[config.mk]
export PLATFORM = sky130hd
export DESIGN_NAME = hs_fifo_buf
export DESIGN_NICKNAME = d
export VERILOG_FILES = /design/src/rtl/hs_fifo_pkg.sv /design/src/rtl/hs_fifo_mem.sv /design/src/rtl/hs_fifo_buf.sv
export SDC_FILE = /design/constraint.sdc
export NUM_CORES = 1
export LEC_CHECK = 0
export CAP_MARGIN = 20
export CELL_PAD_IN_SITES_DETAIL_PLACEMENT = 0
export CELL_PAD_IN_SITES_GLOBAL_PLACEMENT = 1
export CORE_ASPECT_RATIO = 0.9
export CORE_MARGIN = 2
export CORE_UTILIZATION = 45
export DETAILED_ROUTE_END_ITERATION = 8
export GPL_ROUTABILITY_DRIVEN = 0
export PLACE_DENSITY_LB_ADDON = 0.12
export SLEW_MARGIN = 0
export SYNTH_ARGS = -nofsm -noshare
export SYNTH_HDL_FRONTEND = slang
export SYNTH_SLANG_ARGS = --single-unit
[constraint.sdc]
create_clock -name clk -period 3.1 [get_ports clk]
set_input_delay 0.62 -clock clk [delete_from_list [all_inputs] [get_ports clk]]
set_output_delay 0.62 -clock clk [all_outputs]
set_load 0.02 [all_outputs]
[src/rtl/hs_fifo_pkg.sv]
// Shared types for the hs_fifo_buf handshake FIFO: FSM state encodings and
// the occupancy-count width helper.
package hs_fifo_pkg;

  typedef enum logic {
    I_IDLE = 1'b0,
    I_ACK  = 1'b1
  } in_state_t;

  typedef enum logic [1:0] {
    O_IDLE  = 2'd0,
    O_SETUP = 2'd1,
    O_REQ   = 2'd2,
    O_WAIT  = 2'd3
  } out_state_t;

  // Count must represent 0..DEPTH inclusive, hence one bit above the pointer width.
  function automatic int count_width(input int depth);
    return $clog2(depth) + 1;
  endfunction

endpackage

[src/rtl/hs_fifo_mem.sv]
// DEPTH x WIDTH storage array for hs_fifo_buf: synchronous write port,
// asynchronous read port. Contents are not reset.
module hs_fifo_mem #(
  parameter int WIDTH = 32,
  parameter int DEPTH = 4,
  parameter int AW    = $clog2(DEPTH)
) (
  input  logic             clk,
  input  logic             we,
  input  logic [AW-1:0]    waddr,
  input  logic [WIDTH-1:0] wdata,
  input  logic [AW-1:0]    raddr,
  output logic [WIDTH-1:0] rdata
);

  logic [WIDTH-1:0] mem [DEPTH];

  // Write port
  always_ff @(posedge clk) begin
    if (we) begin
      mem[waddr] <= wdata;
    end
  end

  assign rdata = mem[raddr];

endmodule

[src/rtl/hs_fifo_buf.sv]
// DEPTH-entry FIFO between 4-phase REQ/ACK sender and receiver interfaces.
// Optional protocol checker enabled by defining HS_FIFO_BUF_PROTOCOL_CHECK_EN.
module hs_fifo_buf
  import hs_fifo_pkg::*;
#(
  parameter int WIDTH = 32,
  parameter int DEPTH = 4,
  parameter int CW    = count_width(DEPTH)
) (
  input  logic             clk,
  input  logic             rst,
  input  logic             StoB_REQ,
  input  logic [WIDTH-1:0] DI,
  output logic             BtoS_ACK,
  output logic             BtoR_REQ,
  output logic [WIDTH-1:0] DO,
  input  logic             RtoB_ACK,
  output logic [CW-1:0]    count,
  output logic             full,
  output logic             empty,
  output logic             proto_err
);

  localparam int AW = $clog2(DEPTH);

  in_state_t        in_state, in_next;
  out_state_t       out_state, out_next;
  logic [AW-1:0]    wr_ptr, rd_ptr;
  logic [CW-1:0]    cnt_next;
  logic [WIDTH-1:0] rdata;
  logic             wr_en, pop, load, ack_next, req_next;

  hs_fifo_mem #(.WIDTH(WIDTH), .DEPTH(DEPTH), .AW(AW)) u_mem (
    .clk   (clk),
    .we    (wr_en),
    .waddr (wr_ptr),
    .wdata (DI),
    .raddr (rd_ptr),
    .rdata (rdata)
  );

  // Sender side: accept a word only when there is room, then hold ACK until REQ drops
  always_comb begin
    in_next  = in_state;
    wr_en    = 1'b0;
    ack_next = 1'b0;
    case (in_state)
      I_IDLE: begin
        if (StoB_REQ && !full) begin
          wr_en    = 1'b1;
          ack_next = 1'b1;
          in_next  = I_ACK;
        end else begin
          in_next  = I_IDLE;
        end
      end
      I_ACK: begin
        if (StoB_REQ) begin
          ack_next = 1'b1;
          in_next  = I_ACK;
        end else begin
          in_next  = I_IDLE;
        end
      end
      default: in_next = I_IDLE;
    endcase
  end

  // Receiver side: load DO one cycle ahead of REQ so data is stable at REQ rise
  always_comb begin
    out_next = out_state;
    load     = 1'b0;
    pop      = 1'b0;
    req_next = 1'b0;
    case (out_state)
      O_IDLE: begin
        if (!empty) begin
          load     = 1'b1;
          out_next = O_SETUP;
        end else begin
          out_next = O_IDLE;
        end
      end
      O_SETUP: begin
        req_next = 1'b1;
        out_next = O_REQ;
      end
      O_REQ: begin
        if (RtoB_ACK) begin
          pop      = 1'b1;
          out_next = O_WAIT;
        end else begin
          req_next = 1'b1;
          out_next = O_REQ;
        end
      end
      O_WAIT: begin
        if (RtoB_ACK) begin
          out_next = O_WAIT;
        end else begin
          out_next = O_IDLE;
        end
      end
      default: out_next = O_IDLE;
    endcase
  end

  // Occupancy next value; a simultaneous write and pop cancel out
  always_comb begin
    case ({wr_en, pop})
      2'b10:   cnt_next = count + CW'(1);
      2'b01:   cnt_next = count - CW'(1);
      default: cnt_next = count;
    endcase
  end

  // State, pointers, occupancy and all outputs are registered
  always_ff @(posedge clk or posedge rst) begin
    if (rst) begin
      in_state  <= I_IDLE;
      out_state <= O_IDLE;
      wr_ptr    <= '0;
      rd_ptr    <= '0;
      count     <= '0;
      full      <= 1'b0;
      empty     <= 1'b1;
      BtoS_ACK  <= 1'b0;
      BtoR_REQ  <= 1'b0;
      DO        <= '0;
    end else begin
      in_state  <= in_next;
      out_state <= out_next;
      BtoS_ACK  <= ack_next;
      BtoR_REQ  <= req_next;
      count     <= cnt_next;
      full      <= (cnt_next == CW'(DEPTH));
      empty     <= (cnt_next == CW'(0));
      if (wr_en) begin
        wr_ptr <= wr_ptr + AW'(1);
      end
      if (pop) begin
        rd_ptr <= rd_ptr + AW'(1);
      end
      if (load) begin
        DO <= rdata;
      end
    end
  end

`ifdef HS_FIFO_BUF_PROTOCOL_CHECK_EN
  logic             refused, pend_prev, viol;
  logic [WIDTH-1:0] di_prev;

  // Violation: refused request withdrawn, DI unstable before ACK, or early receiver ACK
  always_comb begin
    viol = 1'b0;
    if ((in_state == I_IDLE) && refused && !StoB_REQ) begin
      viol = 1'b1;
    end else if (pend_prev && StoB_REQ && !BtoS_ACK && (DI != di_prev)) begin
      viol = 1'b1;
    end else if (RtoB_ACK && ((out_state == O_IDLE) || (out_state == O_SETUP))) begin
      viol = 1'b1;
    end else begin
      viol = 1'b0;
    end
  end

  // Checker history and the sticky error flag
  always_ff @(posedge clk or posedge rst) begin
    if (rst) begin
      refused   <= 1'b0;
      pend_prev <= 1'b0;
      di_prev   <= '0;
      proto_err <= 1'b0;
    end else begin
      pend_prev <= StoB_REQ && !BtoS_ACK;
      di_prev   <= DI;
      if ((in_state == I_IDLE) && StoB_REQ && full) begin
        refused <= 1'b1;
      end else if (wr_en || !StoB_REQ) begin
        refused <= 1'b0;
      end
      if (viol) begin
        proto_err <= 1'b1;
      end
    end
  end
`else
  assign proto_err = 1'b0;
`endif

endmodule

==> impl_metrics.toml, run 1 <==
[clock_network]
insertion_delay_ns = 0.42
clk_path_buf_depth = 2
cts_made_buffers = 17
cts_post_setup_buffers_inserted = 0
tritoncts = "built"
root_buffer = "sky130_fd_sc_hd__clkbuf_16"
post_cts.resized_instances = 0
postCtsHoldBufs = 0
cts.sinks = 173
cts-htree-levels = 4
clkSlewWorstSetupHoldPaths_ns = 0.06

[sta]
period_needed_ns = 2.317
tightest_slew_ns = 0.7290
max-slew-margin-rel_pct = 51.33
worst_path_setup_slack_after_routing_ns = 0.7826
max_freq_mhz = 431.5
rsz_0062_raised_after_global_routing = "no"
fin_tns_setup_ns = 0
setup_violations = 0
drv_slew = 0
hold_viol = 0
worst_clock_skew_ns = 0.01083
min_period_over_period_pct = 74.75

[synth]
yosys_warnings = 0
yosys_most_used_dff = "sky130_fd_sc_hd__edfxtp_1"
post_synth_net_total = 424
synth_area_leaders = "sky130_fd_sc_hd__edfxtp_1, sky130_fd_sc_hd__dfrtp_1, sky130_fd_sc_hd__mux2i_1"
mappedNetlistArea_mm2 = 0.006805
synth.ff_latch_count = 173
syn-mean-instance-area_um2 = 18.05
yosys.cell_types.count = 35
synth_sequential_area_ratio_pct = 73.05
synth_top_area_share_pct = 56.48
postSynthCellCount = 377
synth_area_leader_cell = "sky130_fd_sc_hd__edfxtp_1"
synth-edff-count = 128
synthArstFlopShare_pct = 26.01

[hold_path]
whs_endpoint = "DO[25]"
hold_start = "DO[25]"
hold_depth = 2
timing.hold.worst.class = "flop to flop"

[place]
preCtsSetupSlack_ns = 0.4364
portbufs = 74
place_hpwl_mm = 7.624

[routing]
remaining_antenna_violation_count_after_routing = 0
drt-total-wl_mm = 12.66
via_cell_ratio = 5.111
post-route-drc-count = 0
routed-via-count = 3440
detail_route.first_pass.iterations = 4
wl_per_cell_um = 18.81
drt-initial-drc-count = 241

[grt]
via_count_of_the_first_global_routing_pass = 3572
grt_first_pass_wirelength_mm = 19.98
grt_max_degree = 34
globalRouteOverflowTotal = 0
antenna_found_initial = 0
gr-usage-all-layers_pct = 17.07

[power]
total_power_mw = 7.945
maximum_ir_drop_on_the_vdd_rail_mv = 0.5909
static-leakage-power_nw = 3.095
power_density_mw_per_mm2 = 956.3

[critical_path]
regToRegEndpoint = "full"
crit_path_max_fanout = 4
critPathArrivalTime_ns = 2.63
reg2reg_slack_ns = 0.78
path_class = "flop to flop"
timing.critical_path.required_ns = 3.41
rr_worst_depth = 8
timing.rr.start = "out_state[0]"
critPathCaptureType = "flop"
cp-start-kind = "flop"

[final_layout]
area_growth_syn_to_layout_pct = 22.08
nNetsFinal = 509
post_route_cells_drive_above_1_share_pct = 17.05
num_antenna_cells = 0

[status]
run_status = "finished, final reports clean"

[die]
die_h_um = 120.7
std_cell_rows = 42
boundaryPins = 76
floorplan.die.width_um = 133.6
floorplan.core_area_mm2 = 0.01477
die-area_mm2 = 0.01612
initial_utilization_pct = 46.09

[flow_run]
timing.max_cap.violations = 0
## metrics by stage
step	instance area, µm²	hold slack [ns]	instances	util (%)
global route	8308	0.5194	673	56.26
global placement	7751	0.4738	641	52.49
CTS	8308	0.4943	673	56.26
finish	8308	0.4887	673	56.26
detailed placement	7751	0.4757	641	52.49
floorplan	6805	0.4589	377	-
## cell families after synthesis
group / count (synthesis) / synth area share (%)
muxes: 66 / 9.726
buffers and inverters: 28 / 2.942
DFF: 173 / 73.05
AOI/OAI and AO/OA: 41 / 7.703
and+or+nand+nor: 51 / 3.622
xor gates and xnor gates: 6 / 0.7722
adders and majority gates: 11 / 2.133
other: 1 / 0.05510
## worst max path at each step
stage            startpoint        to  slack [ns]  depth (start not counted)
4_1_cts        out_state[0]      full        0.77                          8
2_1_floorplan      StoB_REQ  count[2]        0.82                          7
6_report       out_state[0]      full        0.78                          8
3_3_place_gp       StoB_REQ      full        0.46                          8
5_1_grt        out_state[0]      full        0.58                          8
3_5_place_dp       StoB_REQ      full        0.44                          8
## area by class of cell
type / instances / area [µm²]
fillers: 1148 / 6459
multi-input cells: 176 / 1639
repair buffers: 87 / 863.3
clock buffers: 25 / 495.5
clock inverters: 7 / 61.31
inverters: 7 / 26.28
flip-flops and latches: 173 / 4975
well taps: 198 / 247.7
## placed cells by master (no fill, tap or decap), drive strengths merged, types with 2 or more instances in the layout
master	instances
clkdlybuf4s50	74
ha	10
edfxtp	128
nor3b	2
a21oi	3
clkbuf	25
inv	7
or2	2
clkinv	5
buf	13
and2	5
o221ai	32
nor3	2
o21ai	2
xnor2	5
nand2	34
dfrtp	44
mux2i	65
o21a	2
nor2	2
## flip-flops by register name, summed over array words and instances, names as in the netlist
| register | count |
|---|---|
| BtoR_REQ | 1 |
| DO | 32 |
| count | 3 |
| empty | 1 |
| full | 1 |
| in_state | 1 |
| out_state | 2 |
| rd_ptr | 2 |
| u_mem.mem | 128 |
| wr_ptr | 2 |
## critical path, cell delays in order, from the launching register on
cell	delay [ns]
sky130_fd_sc_hd__dfrtp_1	0.41
sky130_fd_sc_hd__inv_1	0.10
sky130_fd_sc_hd__ha_1	0.24
sky130_fd_sc_hd__and2_1	0.22
sky130_fd_sc_hd__ha_1	0.25
sky130_fd_sc_hd__fa_1	0.39
sky130_fd_sc_hd__xnor2_1	0.28
sky130_fd_sc_hd__xnor2_1	0.10
sky130_fd_sc_hd__a31o_1	0.21
## synthesized netlist by cell type, types with 3 or more instances
master                     instances
sky130_fd_sc_hd__buf_4             6
sky130_fd_sc_hd__dfrtp_1          44
sky130_fd_sc_hd__clkbuf_1          3
sky130_fd_sc_hd__o221ai_2         30
sky130_fd_sc_hd__buf_12            3
sky130_fd_sc_hd__xnor2_1           5
sky130_fd_sc_hd__ha_1             10
sky130_fd_sc_hd__buf_2             7
sky130_fd_sc_hd__mux2i_1          65
sky130_fd_sc_hd__a21oi_1           3
sky130_fd_sc_hd__nand2_1          34
sky130_fd_sc_hd__inv_1             7
sky130_fd_sc_hd__edfxtp_1        128
sky130_fd_sc_hd__and2_1            5
## routing by layer
metal | up-vias | track usage (%) | wire length, µm
li1 | 1613 | - | -
met1 | 1739 | 22.85 | 6049
met2 | 77 | 27.06 | 5974
met3 | 11 | 3.774 | 527
met4 | 0 | 7.380 | 109
met5 | - | 0 | 0
## where the power goes
group	total [mW]	leakage [nW]	internal [mW]	switching, mW
Clock	1.98	0.274	1.18	0.801
Sequential	3.32	1.71	2.98	0.339
Combinational	2.64	1.11	1.22	1.43
Note: power is estimated with default switching activity, not from simulation.
==> run 2, diff against run 1 <==
--- a/config.mk
+++ b/config.mk
@@ -10,7 +10,7 @@
 export CELL_PAD_IN_SITES_GLOBAL_PLACEMENT = 1
 export CORE_ASPECT_RATIO = 0.9
 export CORE_MARGIN = 2
-export CORE_UTILIZATION = 45
+export CORE_UTILIZATION = 43
 export DETAILED_ROUTE_END_ITERATION = 8
 export GPL_ROUTABILITY_DRIVEN = 0
 export PLACE_DENSITY_LB_ADDON = 0.12
==> constraint.sdc (replaced) <==
create_clock -name clk -period 2.05 [get_ports clk]
set_input_delay 0.41 -clock clk [delete_from_list [all_inputs] [get_ports clk]]
set_output_delay 0.41 -clock clk [all_outputs]
set_load 0.02 [all_outputs]
==> run 2 against run 1 <==
Non-clock buffer count up 13; routed wire length is 1.5% higher; power is 56% higher; clock skew fell by 0.0038 ns; clock power up 57%; sequential power grew 50%; setup slack got worse by 0.71 ns; combinational power up 63%; core utilization down 0.82 points; cell count increased by 2.5%; cell area grew 3.0%; die area grew 4.5%.
==> impl_metrics.toml, run 2 (same netlist as run 1, synthesis figures left out) <==
[status]
run_status = "finished, final reports clean"

[sta]
fin_tns_setup_ns = 0
rsz_0062_raised_after_global_routing = "no"
hold_viol = 0
drv_slew = 0
worst_clock_skew_ns = 0.007045
setup_violations = 0
period_needed_ns = 1.982
min_period_over_period_pct = 96.68
max_freq_mhz = 504.5

[power]
total_power_mw = 12.40
power.clock.fraction_pct = 25.1
p_sw_mw = 3.925
internal-power_mw = 8.471
share_seq_of_total_power_pct = 40.2
comb_power_share_pct = 34.7
maximum_ir_drop_on_the_vdd_rail_mv = 0.6604
static-leakage-power_nw = 3.182
sw_frac_of_total_pct = 31.66
power_density_mw_per_mm2 = 1448

[critical_path]
regToRegEndpoint = "count[2]"
crit_family = "buffers and inverters"
path_class = "flop to output pin"
timing.critical_path.slowest_cell_delay_ns = 0.60
rr_worst_depth = 8
cpMaxStageDelayCell = "sky130_fd_sc_hd__clkdlybuf4s50_1"
timing.critical_path.required_ns = 1.64
crit_chain = "clkdlybuf4s50_1"
timing.rr.start = "out_state[0]"
crit_path_start = "empty"
timing.critical_path.buf_inv = 1
reg2reg_slack_ns = 0.08
critPathCaptureType = "output pin"
crit_path_max_fanout = 4
critPathArrivalTime_ns = 1.57
cp-start-kind = "flop"

[die]
floorplan.core_area_mm2 = 0.01544
boundaryPins = 76
die-area_mm2 = 0.01685
std_cell_rows = 43
initial_utilization_pct = 44.07
floorplan.die.width_um = 136.6
die_h_um = 123.3

[final_layout]
post_route_cells_drive_above_1_share_pct = 20.08
final-instance-count-excl-fill = 690
area_growth_syn_to_layout_pct = 25.80
nFillCells = 1205
largestRegisters = "u_mem.mem (128), DO (32), count (3)"
top_register = "u_mem.mem"
nNetsFinal = 522
largest_register_ffs = 128
most_frequent_cells_in_the_layout = "sky130_fd_sc_hd__edfxtp_1, sky130_fd_sc_hd__clkdlybuf4s50_1, sky130_fd_sc_hd__mux2i_1, sky130_fd_sc_hd__dfrtp_1, sky130_fd_sc_hd__nand2_1"
layout.cells.most_common = "sky130_fd_sc_hd__edfxtp_1"
num_antenna_cells = 0

[flow_run]
timing.max_cap.violations = 0

[clock_network]
cts-htree-levels = 4
postCtsHoldBufs = 0
root_buffer = "sky130_fd_sc_hd__clkbuf_16"
clk_path_buf_depth = 2
cts_made_buffers = 17
cts.sinks = 173
insertion_delay_ns = 0.41
tritoncts = "built"
clkSlewWorstSetupHoldPaths_ns = 0.06

[routing]
detail_route.first_pass.iterations = 4
drt-initial-drc-count = 183
wl_per_cell_um = 18.63
drt-total-wl_mm = 12.86
post-route-drc-count = 0
routed-via-count = 3481
remaining_antenna_violation_count_after_routing = 0
via_cell_ratio = 5.045

[grt]
via_count_of_the_first_global_routing_pass = 3541
grt_first_pass_wirelength_mm = 19.77
grt_max_degree = 46
antenna_found_initial = 0
globalRouteOverflowTotal = 0
gr-usage-all-layers_pct = 16.18

[place]
portbufs = 74
dp_cells = 658
place_hpwl_mm = 7.633

[hold_path]
timing.hold.worst.class = "input port to async pin"
## run 2: changes by cell type in the layout (fill, tap and decap cells not counted), moves of 2 or more
cell,delta
sky130_fd_sc_hd__clkinv_1,+2
sky130_fd_sc_hd__bufinv_16,+2
sky130_fd_sc_hd__buf_4,+4
sky130_fd_sc_hd__buf_12,+9
sky130_fd_sc_hd__dfrtp_1,-3
sky130_fd_sc_hd__ha_1,-2
sky130_fd_sc_hd__clkbuf_8,-4
sky130_fd_sc_hd__ha_2,+2
sky130_fd_sc_hd__clkbuf_1,+2
sky130_fd_sc_hd__clkinv_2,-2
sky130_fd_sc_hd__dfrtp_2,+3
## run 2: worst max-delay path by stage
stage | endpoint | slack [ns] | cells past startpoint
6_report | empty | 0.07 | 1
5_1_grt | empty | 0.009 | 1
4_1_cts | count[2] | 0.03 | 8
3_5_place_dp | count[2] | -0.35 | 8
3_3_place_gp | count[2] | -0.31 | 8
2_1_floorplan | count[2] | -0.009 | 7
## run 2: repair_timing
item / CTS / global route
endpoints found under the hold margin: 0 / 0
setup buffers: 0 / 0
endpoints found under the setup margin: 0 / 4
gates resized for setup: 0 / 2
## run 2: power groups by stage
stage | clock, mW | sequential, mW | combinational [mW]
after floorplan | 0 | 5.28 | 2.57
after global placement | 0 | 5.03 | 4.33
after detailed placement | 0 | 5.06 | 4.37
after CTS | 3.19 | 4.99 | 4.40
after global routing | 3.35 | 5.06 | 4.68
final | 3.11 | 4.98 | 4.30
## run 2: routing by layer
layer / up-vias / routed length [µm] / GRT usage [%]
met4: 0 / 116 / 5.078
li1: 1636 / - / -
met3: 9 / 438 / 4.141
met2: 61 / 6332 / 26.78
met1: 1775 / 5968 / 21.04
met5: - / 0 / 0
## run 2: final cells by class
type	instances	area, µm²	share of cell area, %
clock buffer	23	447.9	5.232
clock inverter	9	118.9	1.388
inverter	7	26.28	0.3069
multi-input combinational	176	1663	19.42
sequential	173	4979	58.16
tap	202	252.7	2.952
timing repair buffer	100	1074	12.54
## run 2: stage by stage
step / setup WS, ns / utilization (%) / hold slack [ns] / cell area, µm²
after floorplan: -0.008905 / - / 0.4589 / 6829
after global placement: -0.3093 / 51.75 / 0.4725 / 7990
after detailed placement: -0.3513 / 51.75 / 0.4735 / 7990
after CTS: 0.03386 / 55.42 / 0.3642 / 8557
after global routing: 0.009340 / 55.44 / 0.3903 / 8561
final: 0.06800 / 55.44 / 0.3600 / 8561
